## src/rtl/gmii_rx_frame.sv

```systemverilog
// ---------------------------------------------------------------------------
// gmii_rx_frame
//
// Receive-side Ethernet frame delineator in the gmii_rx_clk domain. Finds
// preamble/SFD in the GMII byte stream and emits the frame bytes (destination
// MAC through FCS) as a marked stream. Each frame is qualified by CRC-32 and
// length at its last byte.
//
// Optional feature: define RX_MAC_FILTER_EN to enable the destination
// address filter (LOCAL_MAC unicast or broadcast accepted). Filter rejects
// end the frame at byte 6 with rx_bad but do not count in err_cnt.
//
// Ports:
//   clk        in   GMII receive clock (125 MHz)
//   rst_n      in   asynchronous active-low reset
//   gmii_rx_dv in   GMII receive data valid
//   gmii_rxd   in   GMII receive byte
//   rx_data    out  frame byte
//   rx_valid   out  rx_data valid this cycle
//   rx_sop     out  first byte of frame (qualified by rx_valid)
//   rx_eop     out  last byte of frame (qualified by rx_valid)
//   rx_good    out  frame accepted, only with rx_eop
//   rx_bad     out  frame rejected, only with rx_eop
//   rx_len     out  frame byte count incl. FCS, valid with rx_eop
//   err_cnt    out  saturating count of counted rx_bad pulses
// ---------------------------------------------------------------------------
module gmii_rx_frame #(
    parameter int          MIN_LEN   = 64,
    parameter int          MAX_LEN   = 1518,
    parameter logic [47:0] LOCAL_MAC = 48'h00_11_22_33_44_55
) (
    input  logic        clk,
    input  logic        rst_n,
    input  logic        gmii_rx_dv,
    input  logic [7:0]  gmii_rxd,
    output logic [7:0]  rx_data,
    output logic        rx_valid,
    output logic        rx_sop,
    output logic        rx_eop,
    output logic        rx_good,
    output logic        rx_bad,
    output logic [10:0] rx_len,
    output logic [15:0] err_cnt
);

`ifdef RX_MAC_FILTER_EN
    localparam logic FILTER_EN = 1'b1;
`else
    localparam logic FILTER_EN = 1'b0;
`endif

    localparam logic [10:0] MIN_L       = 11'(MIN_LEN);
    localparam logic [10:0] MAX_L       = 11'(MAX_LEN);
    localparam logic [31:0] CRC_RESIDUE = 32'hDEBB20E3;

    typedef enum logic [1:0] {
        S_IDLE,
        S_PRE,
        S_DATA,
        S_DROP
    } state_t;

    // Reflected CRC-32 (0xEDB88320), one byte, LSB first.
    function automatic logic [31:0] crc32_byte(input logic [31:0] c, input logic [7:0] b);
        logic [31:0] r;
        r = c ^ {24'h0, b};
        for (int i = 0; i < 8; i++) begin
            r = r[0] ? ((r >> 1) ^ 32'hEDB88320) : (r >> 1);
        end
        return r;
    endfunction

    function automatic logic [15:0] sat_inc16(input logic [15:0] v);
        return (v == 16'hFFFF) ? v : v + 16'd1;
    endfunction

    state_t      state_q;
    logic [2:0]  pre_cnt_q;
    logic [7:0]  hold_q;
    logic [10:0] len_q;
    logic [31:0] crc_q;
    logic [31:0] crc_d;
    logic        uc_ok_q;
    logic        bc_ok_q;
    logic        flt_rej_q;

    logic [7:0]  rx_data_q;
    logic        rx_valid_q;
    logic        rx_sop_q;
    logic        rx_eop_q;
    logic        rx_good_q;
    logic        rx_bad_q;
    logic [10:0] rx_len_q;
    logic [15:0] err_cnt_q;

    logic [7:0]  mac_byte;
    logic        uc_hit;
    logic        bc_hit;
    logic        flt_reject;
    logic        frame_ok;

    assign crc_d = crc32_byte(crc_q, gmii_rxd);

    // Expected LOCAL_MAC byte for the destination byte arriving now
    // (len_q = number of bytes already taken).
    always_comb begin
        mac_byte = 8'h00;
        case (len_q)
            11'd0:   mac_byte = LOCAL_MAC[47:40];
            11'd1:   mac_byte = LOCAL_MAC[39:32];
            11'd2:   mac_byte = LOCAL_MAC[31:24];
            11'd3:   mac_byte = LOCAL_MAC[23:16];
            11'd4:   mac_byte = LOCAL_MAC[15:8];
            11'd5:   mac_byte = LOCAL_MAC[7:0];
            default: mac_byte = 8'h00;
        endcase
    end

    // Running match flags include the current byte; the decision is taken
    // as byte 6 is sampled.
    assign uc_hit     = uc_ok_q && (gmii_rxd == mac_byte);
    assign bc_hit     = bc_ok_q && (gmii_rxd == 8'hFF);
    assign flt_reject = FILTER_EN && (len_q == 11'd5) && !uc_hit && !bc_hit;

    // crc_q and len_q already include every byte of the frame when dv drops.
    assign frame_ok = (crc_q == CRC_RESIDUE) && (len_q >= MIN_L) && (len_q <= MAX_L);

    always_ff @(posedge clk or negedge rst_n) begin
        if (!rst_n) begin
            state_q    <= S_IDLE;
            pre_cnt_q  <= 3'd0;
            hold_q     <= 8'h00;
            len_q      <= 11'd0;
            crc_q      <= 32'hFFFFFFFF;
            uc_ok_q    <= 1'b0;
            bc_ok_q    <= 1'b0;
            flt_rej_q  <= 1'b0;
            rx_data_q  <= 8'h00;
            rx_valid_q <= 1'b0;
            rx_sop_q   <= 1'b0;
            rx_eop_q   <= 1'b0;
            rx_good_q  <= 1'b0;
            rx_bad_q   <= 1'b0;
            rx_len_q   <= 11'd0;
            err_cnt_q  <= 16'd0;
        end else begin
            // Flags are single-cycle pulses unless set below.
            rx_valid_q <= 1'b0;
            rx_sop_q   <= 1'b0;
            rx_eop_q   <= 1'b0;
            rx_good_q  <= 1'b0;
            rx_bad_q   <= 1'b0;

            case (state_q)
                S_IDLE: begin
                    len_q <= 11'd0;
                    crc_q <= 32'hFFFFFFFF;
                    if (gmii_rx_dv) begin
                        if (gmii_rxd == 8'h55) begin
                            pre_cnt_q <= 3'd1;
                            state_q   <= S_PRE;
                        end else begin
                            state_q <= S_DROP;
                        end
                    end
                end

                S_PRE: begin
                    if (!gmii_rx_dv) begin
                        state_q <= S_IDLE;
                    end else if (gmii_rxd == 8'h55) begin
                        if (pre_cnt_q != 3'd7) pre_cnt_q <= pre_cnt_q + 3'd1;
                    end else if (gmii_rxd == 8'hD5) begin
                        uc_ok_q <= 1'b1;
                        bc_ok_q <= 1'b1;
                        state_q <= S_DATA;
                    end else begin
                        state_q <= S_DROP;
                    end
                end

                S_DATA: begin
                    if (gmii_rx_dv && (len_q == MAX_L)) begin
                        // Oversize: the incoming byte is discarded and the
                        // held byte closes the frame.
                        rx_valid_q <= 1'b1;
                        rx_data_q  <= hold_q;
                        rx_sop_q   <= (len_q == 11'd1);
                        rx_eop_q   <= 1'b1;
                        rx_bad_q   <= 1'b1;
                        rx_len_q   <= MAX_L;
                        err_cnt_q  <= sat_inc16(err_cnt_q);
                        state_q    <= S_DROP;
                    end else if (gmii_rx_dv) begin
                        hold_q  <= gmii_rxd;
                        crc_q   <= crc_d;
                        len_q   <= len_q + 11'd1;
                        uc_ok_q <= uc_hit;
                        bc_ok_q <= bc_hit;
                        if (len_q != 11'd0) begin
                            rx_valid_q <= 1'b1;
                            rx_data_q  <= hold_q;
                            rx_sop_q   <= (len_q == 11'd1);
                        end
                        if (flt_reject) begin
                            // Byte 6 stays in hold_q and is flushed from DROP.
                            flt_rej_q <= 1'b1;
                            state_q   <= S_DROP;
                        end
                    end else begin
                        state_q <= S_IDLE;
                        // An empty frame (SFD then dv low) emits nothing.
                        if (len_q != 11'd0) begin
                            rx_valid_q <= 1'b1;
                            rx_data_q  <= hold_q;
                            rx_sop_q   <= (len_q == 11'd1);
                            rx_eop_q   <= 1'b1;
                            rx_good_q  <= frame_ok;
                            rx_bad_q   <= !frame_ok;
                            rx_len_q   <= len_q;
                            if (!frame_ok) err_cnt_q <= sat_inc16(err_cnt_q);
                        end
                    end
                end

                S_DROP: begin
                    if (flt_rej_q) begin
                        flt_rej_q  <= 1'b0;
                        rx_valid_q <= 1'b1;
                        rx_data_q  <= hold_q;
                        rx_eop_q   <= 1'b1;
                        rx_bad_q   <= 1'b1;
                        rx_len_q   <= len_q;
                    end
                    if (!gmii_rx_dv) state_q <= S_IDLE;
                end

                default: state_q <= S_IDLE;
            endcase
        end
    end

    assign rx_data  = rx_data_q;
    assign rx_valid = rx_valid_q;
    assign rx_sop   = rx_sop_q;
    assign rx_eop   = rx_eop_q;
    assign rx_good  = rx_good_q;
    assign rx_bad   = rx_bad_q;
    assign rx_len   = rx_len_q;
    assign err_cnt  = err_cnt_q;

endmodule

```

## config.mk

```make
export PLATFORM = sky130hd
export DESIGN_NAME = gmii_rx_frame
export DESIGN_NICKNAME = d
export VERILOG_FILES = /design/src/rtl/gmii_rx_frame.sv
export SDC_FILE = /design/constraint.sdc
export NUM_CORES = 1
export LEC_CHECK = 0
export ABC_AREA = 0
export BUFFER_PORTS_ARGS = -buffer_cell sky130_fd_sc_hd__buf_4
export CORE_MARGIN = 3
export CORE_UTILIZATION = 59
export DETAILED_ROUTE_END_ITERATION = 7
export PLACE_DENSITY = 0.8
export SKIP_LAST_GASP = 1
export SLEW_MARGIN = 15
export SYNTH_ARGS = -nofsm -noshare
export SYNTH_HDL_FRONTEND = slang
export SYNTH_SLANG_ARGS = --single-unit
```

## constraint.sdc

```tcl
create_clock -name clk -period 3.29 [get_ports clk]
set_clock_uncertainty 0.1 [all_clocks]
set_input_delay 0.658 -clock clk [delete_from_list [all_inputs] [get_ports clk]]
set_output_delay 0.658 -clock clk [all_outputs]
set_load 0.01 [all_outputs]
```

## Word-level counts from Yosys, hierarchy flattened

Cells that the tools add are included.

- Word-level logic and storage cells: 110
- Output and inout port bits: 40
- Input bits: 11
- Flip-flop bits (word level): 93

- Add/sub/neg operators: 2
- Magnitude comparators: 2
- Reduce and logical (&&, ||, !) cells: 15
- Eq/ne operators: 17
- Bitwise logic cells: 11
- Muxes and demuxes: 51

Operators by type and width:

| cell | number |
|---|---|
| 2-to-1 mux 32 bit | 10 |
| NOT 13 -> 14 bit | 8 |
| 2-to-1 mux 16 bit | 5 |
| 2-to-1 mux 11 bit | 6 |
| case mux 32 bit (2 select lines) | 1 |
| equality test 32 bit, second input constant | 1 |
| XOR 32 x 8 -> 32 bit | 1 |
| 2-to-1 mux 8 bit | 3 |
| case mux 11 bit (2 select lines) | 1 |
| 2-to-1 mux 1 bit | 18 |
| adder 16 x 1 -> 16 bit, second input constant | 1 |
| equality test 16 bit, second input constant | 1 |
| 2-to-1 mux 2 bit | 6 |
| adder 11 x 1 -> 11 bit, second input constant | 1 |
| equality test 11 x 1 -> 1 bit, second input constant | 1 |
| equality test 11 bit, second input constant | 1 |
| >= comparator 11 x 7 -> 1 bit, second input constant | 1 |
| less-or-equal comparator 11 bit, second input constant | 1 |
| nonzero test 11 bit | 1 |
| inequality test 3 bit, second input constant | 3 |
| AND reduction 3 bit | 3 |
| equality test 8 x 7 -> 1 bit, second input constant | 1 |
| equality test 8 bit, second input constant | 1 |
| case mux 2 bit (4 select lines) | 1 |
| other kinds (11) | 21 |

## Depth between registers and ports, before layout

- Depth after elaboration: 20
- Mapped depth: 8
- Depth with buffers taken out: 6

## Worst setup path before layout

No wires, ideal clock.

- Path kind: reg-to-reg
- Start point: reg len_q[0]
- End point: reg hold_q[3]
- Setup slack: 718 ps
- Library setup time: 125 ps
- Path buffers: 1
- Cell stages (with the launch flop): 7
- Arrival time: 2347 ps
- Period minus slack after synthesis: 2572 ps
- Data required time: 3065 ps
- Path through: dfrtp_1 or4b_4 o31ai_4 a21oi_2 nand2_1 buf_2 mux2_2

- Cells in the longest elaborated chain, start to end: 4

RTL lines:

| element | line | text |
|---|---|---|
| start: declaration | 80 | `logic [10:0] len_q;` |
| start signal: assignment | 197 | `len_q <= len_q + 11'd1;` |
| equality test 11 bit | 183 | `if (gmii_rx_dv && (len_q == MAX_L)) begin` |
| logical AND 1 bit | 183 |  |
| NOT 1 bit (no source line) | - |  |
| AND reduction 3 bit (no source line) | - |  |
| end signal: assignment | 195 | `hold_q <= gmii_rxd;` |
| end: declaration | 79 | `logic [7:0] hold_q;` |

Every way passes these cells.
A chain may end at the register's enable or synchronous reset.

## Worst setup path in the final report

- Start point: reg len_q[0]
- End point: reg err_cnt_q[1] (netlist: err_cnt[1])

- Cells in the longest elaborated chain, start to end: 5
- Elaborated cells between the ends (all ways): 12
- Those cells by class: order compare (2); eq/ne (3); mux (1); reduce/logical (6)

RTL lines:

| element | line | text |
|---|---|---|
| >= comparator 11 x 7 -> 1 bit | 126 | `assign frame_ok = (crc_q == CRC_RESIDUE) && (len_q >= MIN_L) && (len_q <= MAX_L);` |
| logical AND 1 bit (2 in series) | 126 |  |
| inequality test 2 x 1 -> 1 bit (no source line) | - |  |
| AND reduction 4 bit (no source line) | - |  |
| end signal: assignment | 192 | `err_cnt_q <= sat_inc16(err_cnt_q);` |
| end signal: assignment | 221 | `if (!frame_ok) err_cnt_q <= sat_inc16(err_cnt_q);` |
| end: declaration | 94 | `logic [15:0] err_cnt_q;` |

Parallel ways exist; a longest one is shown, timed or not.

==> results.txt <==
----------------------------------------------------
[Status]
  Result of the run ... finished, final reports clean

[Setup path]
  Biggest fanout along the worst timing path ... 16
  Cell depth of the worst flop-to-flop path ... 5
  Data required time of the critical path ... 3.45 ns
  Launch point of the worst reg-to-reg path ... len_q[0]
  Destination of the worst register-to-register timing path ... err_cnt[1]
  Worst setup SP type ... flop
  Signal arrival time at the worst endpoint ... 3.03 ns
  Type of the setup path with the least slack ... flop to flop
  Critical Path End Type ... flop
  Slack of the worst reg-to-reg path ... 0.42 ns
  Beginning of the critical path ... len_q[0]

[Synthesis]
  Netlist cell types ... 49
  Post-synthesis cell area ... 4820 µm²
  Proportion of register bits with asynchronous set or reset after synthesis ... 100%
  Synthesis warning total ... 0
  Top flip-flop cell by instance count after synthesis ... sky130_fd_sc_hd__dfrtp_1
  #FFs+latches synth ... 93
  Sequential cell area fraction in the yosys report ... 49.2%
  Avg Inst Size Synth ... 11.1 µm²
  Number of enable-type register cells in the synthesized netlist ... 0
  Cell count after synthesis ... 435
  Nets in the synthesized netlist ... 450

[Global route]
  Overall fraction of global-route tracks in use ... 25.3%
  Remaining global-route overflow ... 0
  Antenna violations before repair ... 0
  Wire length of the first global-routing pass ... 17900 µm
  Number of global-route vias before repair ... 3485
  Largest net degree at the start of global routing ... 81

[Power and ir drop]
  Peak supply drop ... 0.837 mV
  Proportion of power drawn by flip-flops and latches ... 35.4%
  Net load switching power ... 1.93 mW
  Combinational Power Share ... 49.9%
  Clk network pwr share ... 14.7%
  Int Pwr ... 3.15 mW
  Switching share of power ... 38.0%
  Static Leak ... 2.45 nW
  Cell Pwr Density ... 917 nW/µm²

[Clock tree]
  Max clock buf depth ... 2
  Clk Latency, worst-skew pair ... 0.37 ns
  Master cell of the clock root buffer ... sky130_fd_sc_hd__clkbuf_8
  Clock Sink Count ... 93
  Number of post-CTS setup repair buffers ... 0
  # resized after CTS ... 0
  CTS tree ... built
  Deepest level of the CTS H-tree ... 3
  Num CTS Buffers ... 9
  Clock edge transition at the registers on the reported setup and hold paths ... 0.10 ns
  Post-cts hold buffer count ... 0

[Detailed routing]
  Routed wire length ... 10500 µm
  Number of vias after detailed routing ... 3504
  Via density per instance ... 5.87
  DR iter-0 viols ... 225
  Final ANT Viol Nets ... 0
  Routed wire per std cell ... 17.6 µm
  Detailed-routing iteration count for the pre-antenna-repair pass ... 5
  Total DRC errors in the routed layout ... 0

[Layout]
  Post-layout nets ... 505
  Layout cells sized above 1 ... 28.9%
  Antenna cell count ... 0
  Fillers ... 546
  Final cell count without fillers ... 597
  Area added between synthesis and finish ... 15.1%

[Run]
  Number of max-capacitance violations reported ... 0

[Min path]
  Class of the tightest hold or removal check ... primary input to async pin

[Placed design]
  Placed Cells incl. Taps ... 581
  IO buf count ... 50
  Half-perimeter wire length of the detailed placement result ... 7400 µm
  Placer's final routability congestion estimate ... 0.884

[Timing]
  Transition time at the pin with the least slew margin ... 0.982 ns
  Total negative slack ... 0 ns
  Slew HR ... 34.6%
  Top achievable clock speed ... 349 MHz
  Number of endpoints with negative hold slack in the final report ... 0
  Minimum clock period ... 2.87 ns
  Final max-slew violation count ... 0
  Final worst path period share ... 87.2%
  RSZ-0062 raised after global routing ... no
  Number of setup violations in the final report ... 0

[Floorplanning]
  Chip width ... 96.3 µm
  Num ports ... 51
  Core Box Area ... 7810 µm²
  Die footprint ... 9280 µm²
  Starting Density ... 61.7%
  Die height ... 96.3 µm
  Number of placement rows ... 32

----------------------------------------------------
==> synthesized netlist by cell type, types with 4 or more instances <==
library cell | n | area (µm²)
sky130_fd_sc_hd__and3_1 | 4 | 25.0
sky130_fd_sc_hd__xnor2_1 | 47 | 412
sky130_fd_sc_hd__dfrtp_1 | 61 | 1530
sky130_fd_sc_hd__and2_1 | 5 | 31.3
sky130_fd_sc_hd__nor2_1 | 43 | 161
sky130_fd_sc_hd__xnor2_2 | 4 | 65.1
sky130_fd_sc_hd__inv_1 | 7 | 26.3
sky130_fd_sc_hd__dfstp_2 | 32 | 841
sky130_fd_sc_hd__mux2_2 | 17 | 191
sky130_fd_sc_hd__nand4_1 | 8 | 50.1
sky130_fd_sc_hd__nor4bb_1 | 5 | 50.1
sky130_fd_sc_hd__a211oi_1 | 5 | 37.5
sky130_fd_sc_hd__xnor3_1 | 5 | 113
sky130_fd_sc_hd__nand3_1 | 11 | 55.1
sky130_fd_sc_hd__nor4_2 | 4 | 50.1
sky130_fd_sc_hd__a31oi_1 | 4 | 25.0
sky130_fd_sc_hd__nor3_1 | 5 | 25.0
sky130_fd_sc_hd__and4_1 | 6 | 52.6
sky130_fd_sc_hd__a21oi_1 | 21 | 105
sky130_fd_sc_hd__ha_1 | 4 | 50.1
sky130_fd_sc_hd__nand2_1 | 25 | 93.8
sky130_fd_sc_hd__clkbuf_1 | 16 | 60.1
sky130_fd_sc_hd__nor4_1 | 8 | 50.1
sky130_fd_sc_hd__o21ai_0 | 16 | 80.1
sky130_fd_sc_hd__xor2_1 | 34 | 298
sky130_fd_sc_hd__o22a_1 | 6 | 52.6
==> cell type report <==
class                   instances  area, µm²  area share [%]
clock buffers                   9        124            2.23
multi-input cells             315       2350            42.5
flip-flops and latches         93       2370            42.7
clock inverters                 7       65.1            1.17
inverters                       7       26.3           0.474
repair buffers                 64        480            8.66
well taps                     102        128            2.30
==> state kept, by name (all words and copies together), names as in the netlist <==
register,count
crc_q,32
hold_q,8
rx_bad,1
rx_eop,1
len_q,11
err_cnt,16
rx_sop,1
rx_valid,1
rx_good,1
state_q,2
rx_data,8
rx_len,11
==> per-layer routing <==
metal  part of all wire (%)  track usage [%]  vias up
met4                    2.9             9.81        0
met2                     48             40.8      112
met5                      0                0        -
met1                     44             34.5     1739
li1                       -                -     1632
met3                    4.8             3.67       21
==> worst max-delay path by stage <==
stage | endpoint | slack (ns) | cells past startpoint
3_3_place_gp | err_cnt[1] | 0.58 | 5
2_1_floorplan | hold_q[3] | 0.72 | 6
3_5_place_dp | err_cnt[1] | 0.48 | 5
4_1_cts | err_cnt[1] | 0.46 | 5
5_1_grt | err_cnt[1] | 0.31 | 5
6_report | err_cnt[1] | 0.42 | 5
==> cell usage in the layout, fill, tap and decap left out, drive strengths merged, types with 4 or more instances in the layout <==
master   n
a21oi   22
xnor3    5
and2     5
inv     11
o21ai   16
o22a     6
nand2   25
buf     64
nor4    12
and4     6
nor3     5
nand3   11
xor2    34
dfrtp   61
nand4    8
dfstp   32
ha       4
nor4bb   5
and3     4
nor2    43
a211oi   5
mux2    17
a31oi    4
xnor2   51
clkbuf   9
==> power groups by stage <==
stage	Combinational (mW)	Sequential (mW)	Clock [mW]
floorplan	1.84	1.80	0
global placement	2.44	1.81	0
detailed placement	2.50	1.82	0
CTS	2.54	1.80	0.754
global route	2.76	1.84	0.811
finish	2.54	1.80	0.748
==> logic make-up after synthesis <==
group,count (synthesis),share of synthesized area [%]
flip-flops,93,49.2
AO/OA/AOI/OAI,68,9.72
AND/OR/NAND/NOR,135,15.3
adder cells (fa/ha/maj),4,1.04
multiplexers,18,4.18
buffers and inverters,27,2.23
XOR/XNOR,90,18.4
==> worst max-delay path, stage by stage, from the launching register on <==
cell and delay, ns:
sky130_fd_sc_hd__dfrtp_1 0.49, sky130_fd_sc_hd__or4b_4 0.60, sky130_fd_sc_hd__o31ai_4 0.52, sky130_fd_sc_hd__o211ai_4 0.30
sky130_fd_sc_hd__nor3_1 0.39, sky130_fd_sc_hd__mux2_2 0.37
==> stage by stage <==
step                cell area (µm²)  utilization, %  power, mW  hold slack (ns)  worst slack, ns
global placement               5360            68.6       4.25            0.363            0.575
detailed placement             5360            68.6       4.32            0.375            0.477
finish                         5550            71.0       5.08            0.336            0.421
global route                   5550            71.0       5.41            0.405            0.306
floorplan                      4820               -       3.64            0.262            0.718
CTS                            5540            71.0       5.09            0.379            0.455
Note: power is estimated with default switching activity, not from simulation.
